--- config.mk ---
export PLATFORM = sky130hd
export DESIGN_NAME = shift_add_multiplier
export DESIGN_NICKNAME = d
export VERILOG_FILES = /design/src/rtl/shift_add_multiplier.sv
export SDC_FILE = /design/constraint.sdc
export NUM_CORES = 1
export LEC_CHECK = 0
export CORE_MARGIN = 2
export CORE_UTILIZATION = 42
export DETAILED_ROUTE_END_ITERATION = 10
export GPL_TIMING_DRIVEN = 1
export PLACE_DENSITY = 0.75
export SLEW_MARGIN = 20
export SYNTH_ARGS = -nofsm -noshare
export SYNTH_HDL_FRONTEND = slang
export SYNTH_SLANG_ARGS = --single-unit
--- constraint.sdc ---
create_clock -name clk -period 3.6 [get_ports clk]
set_input_delay 0.9 -clock clk [delete_from_list [all_inputs] [get_ports clk]]
set_output_delay 0.9 -clock clk [all_outputs]
set_load 0.01 [all_outputs]
--- src/rtl/shift_add_multiplier.sv ---
// Sequential unsigned N x N -> 2N multiplier: one ripple add-and-shift per clock,
// operands and product exchanged over valid/ready handshakes.
module shift_add_multiplier #(
  parameter int unsigned N = 8
) (
  input  logic           clk,
  input  logic           rst,
  input  logic [N-1:0]   input_a,
  input  logic [N-1:0]   input_b,
  input  logic           input_valid,
  output logic           input_ready,
  output logic [2*N-1:0] output_product,
  output logic           output_valid,
  input  logic           output_ready
);

  localparam int unsigned CntW = $clog2(N) + 1;
  localparam logic [CntW-1:0] LastCnt = CntW'(N - 1);

  typedef enum logic [1:0] {StIdle, StRun, StDone} state_e;

  state_e          state_q;
  logic [N-1:0]    a_q, hi_q, lo_q;
  logic [CntW-1:0] count_q;

  logic [N-1:0] add_s;
  logic         add_c;
  logic [N-1:0] acc_s;
  logic         acc_c;

  // N-bit ripple adder, carry-in tied to 0; carry walks bit by bit.
  always_comb begin
    logic c;
    add_s = '0;
    c     = 1'b0;
    for (int i = 0; i < N; i++) begin
      add_s[i] = hi_q[i] ^ a_q[i] ^ c;
      c        = (hi_q[i] & a_q[i]) | (c & (hi_q[i] ^ a_q[i]));
    end
    add_c = c;
  end

  assign acc_c = lo_q[0] ? add_c : 1'b0;
  assign acc_s = lo_q[0] ? add_s : hi_q;

  always_ff @(posedge clk) begin
    if (rst) begin
      state_q <= StIdle;
      a_q     <= '0;
      hi_q    <= '0;
      lo_q    <= '0;
      count_q <= '0;
    end else begin
      case (state_q)
        StIdle: begin
          if (input_valid) begin
            a_q     <= input_a;
            hi_q    <= '0;
            lo_q    <= input_b;
            count_q <= '0;
            state_q <= StRun;
          end
        end
        StRun: begin
          // Carry lands in hi[N-1]; the bit shifted out of hi enters lo from the top.
          hi_q    <= {acc_c, acc_s[N-1:1]};
          lo_q    <= {acc_s[0], lo_q[N-1:1]};
          count_q <= count_q + CntW'(1);
          if (count_q == LastCnt) state_q <= StDone;
        end
        StDone: begin
          if (output_ready) state_q <= StIdle;
        end
        default: state_q <= StIdle;
      endcase
    end
  end

  assign output_product = {hi_q, lo_q};
  assign input_ready    = (state_q == StIdle);
  assign output_valid   = (state_q == StDone);

endmodule

==> metrics.cfg <==
[critical_path]
endpoint_kind = register
critPathKind = register to register
crit_path_start = hi_q[0]$_SDFFE_PP0P_
start_kind = register
r2r_start = hi_q[0]$_SDFFE_PP0P_
cp_data_required_time_ns = 3.80
cp.arrival_ns = 3.57
critPathMaxFanout = 4

[layout]
drive_above_1_share = 0.0708
syn_to_final_growth_pct = 27.6
diodes = 0
nFillCells = 321
fin_cells = 258
nets = 240

[clocking]
root_buffer = clkbuf_4
cts_resized = 0
clk_pin_slew_worst_paths_ns = 0.10
cts_buffers = 5
clock_latency_ns = 0.33
cts_setup_buffers = 0
holdBufCountCts = 0
cts_num_sinks = 30
htree_levels = 2
cts_tree = built
clk_path_buf_depth = 2

[timing]
rsz0062_at_grt = no
maxSlewHeadroom = 0.435
skew_ns = 0.0132
hold_slack_ns = 0.459
fmax_mhz = 297
worst_pin_slew_ns = 0.848
hold_viol = 0
setup_viol = 0
slew_violations = 0
setup_tns_ns = 0
post-route-min-period_ns = 3.37
period_share = 0.935

[pwr]
peakVddDrop_v = 0.000337
power_density_nw_per_um2 = 433
p_leak_nw = 0.736

[placed_design]
io_buffers = 37
dp_hpwl_um = 2050
routabilityCongestion = 0.747
place_inst = 250

[route]
drt-met1-wl_um = 1380
viasPerCell = 4.97
num_vias = 1281
met2_length_um = 1490
firstDrtPassIters = 4
drc = 0
wirelength_um = 3070
routed.top_layer = met4
post_drt_wl_per_cell_um = 11.9
wl_met3_um = 162
ant_nets = 0
drt-initial-drc-count = 79

[run_status]
status = finished, final reports clean

[global_routing]
grt_max_degree = 31
grt_pass1_vias = 1194
grt_pass1_wl_um = 5200
antenna_found_initial = 0
grt_overflow = 0
grt.total_usage = 0.162

[synth]
ys.flop_type = dfxtp_1
yosys_register_bits = 30
postSynthCellCount = 180
synthesis.nets = 209
ys_warn_count = 0
synth.distinct_cells = 30
ys_seq_area_frac = 0.390
async_flop_share = 0
syn-cell-area_um2 = 1540
syn-mean-instance-area_um2 = 8.55
synth_edf_count = 0

[floorplanning]
coreArea_um2 = 3420
die_w_um = 64.5
ios = 38
floorplan.rows = 21
start_util = 0.451
die-area_um2 = 4160
die_h_um = 64.5

[worst_hold_path]
hold_path.startpoint = a_q[6]$_SDFFE_PP0P_
hp-class = register to register

[job]
drv_cap = 0

cell families after synthesis:
group / count (synthesis) / share of synthesized area
adders and majority gates: 9 / 0.107
DFF: 30 / 0.390
AOI/OAI and AO/OA: 27 / 0.102
buffers and inverters: 26 / 0.102
muxes: 5 / 0.0358
and+or+nand+nor: 83 / 0.262
per-layer routing:
layer  vias to the layer above  GRT usage
li1                        665          -
met1                       582      0.180
met2                        30      0.285
met3                         4     0.0503
met4                         0     0.0665
met5                         -          0
cell usage in the layout (no fill, tap or decap), types with 2 or more instances in the layout:
| master | Yosys | layout |
|---|---|---|
| fa_1 | 7 | 7 |
| a21oi_1 | 19 | 19 |
| nor2_1 | 18 | 18 |
| nand3_1 | 12 | 12 |
| nor4_1 | 7 | 7 |
| mux2_2 | 4 | 4 |
| inv_1 | 13 | 13 |
| clkbuf_4 | 0 | 5 |
| nor3_1 | 8 | 8 |
| o211ai_1 | 3 | 3 |
| nor2b_1 | 3 | 3 |
| dfxtp_1 | 30 | 30 |
| nand2_1 | 28 | 28 |
| clkdlybuf4s50_1 | 0 | 36 |
| bufinv_16 | 0 | 2 |
| ha_1 | 2 | 2 |
path summary, 6_finish.rpt:
| check | cells after the start | slack [ns] | end |
|---|---|---|---|
| worst max-delay path | 17 | 0.23 | hi_q[6]$_SDFFE_PP0P_ |
| worst min-delay path | 2 | 0.46 | a_q[6]$_SDFFE_PP0P_ |
| worst min register to register | 2 | 0.46 | a_q[6]$_SDFFE_PP0P_ |
| worst max register to register | 17 | 0.23 | hi_q[6]$_SDFFE_PP0P_ |
worst max-delay path, stage by stage (launching register included):
cell     delay [ns]
dfxtp_1        0.34
ha_1           0.20
inv_1          0.06
fa_1           0.15
inv_1          0.05
fa_1           0.34
inv_1          0.07
fa_1           0.15
inv_1          0.05
fa_1           0.37
fa_1           0.36
inv_1          0.07
fa_1           0.15
inv_1          0.05
fa_1           0.41
mux2_2         0.27
nand2_1        0.06
a21oi_1        0.07
sequential cells by signal, indices dropped and copies added, names as in the netlist:
| name | cells |
|---|---|
| state_q | 2 |
| hi_q | 8 |
| a_q | 8 |
| count_q | 4 |
| lo_q | 8 |
synth_stat cells (all sizes together) (2+ instances only):
cell type / instances / area share
buf: 9 / 0.061
dfxtp: 30 / 0.39
nor2: 18 / 0.044
ha: 2 / 0.016
mux2: 4 / 0.029
fa: 7 / 0.091
nand2: 28 / 0.068
o211ai: 3 / 0.015
nor4: 8 / 0.037
nor3: 8 / 0.026
nand3: 12 / 0.039
clkbuf: 4 / 0.0098
inv: 13 / 0.032
a21oi: 19 / 0.062
nor2b: 3 / 0.012
power by group:
part | leakage (nW) | internal, mW | switching [mW]
clock | 0.0585 | 0.235 | 0.118
combinational | 0.432 | 0.0643 | 0.0603
sequential | 0.246 | 0.351 | 0.0209
total | 0.736 | 0.651 | 0.199
layout make-up:
class | instances | area, um2 | share of cell area
clock buffers | 6 | 51.3 | 0.0261
clock inverters | 2 | 60.1 | 0.0306
inverters | 13 | 48.8 | 0.0248
multi-input cells | 124 | 781 | 0.397
flip-flops and latches | 30 | 601 | 0.306
well taps | 46 | 57.6 | 0.0293
repair buffers | 37 | 365 | 0.186
through the flow:
stage / total power [mW] / instance area, um2 / worst slack, ns / utilization
floorplan: 0.460 / 1540 / 0.335 / -
finish: 0.850 / 1960 / 0.234 / 0.575
global route: 0.894 / 1960 / 0.000842 / 0.575
detailed placement: 0.508 / 1860 / 0.206 / 0.544
CTS: 0.861 / 1970 / 0.190 / 0.577
global placement: 0.505 / 1860 / 0.250 / 0.544
Note: power is estimated with default switching activity, not from simulation.
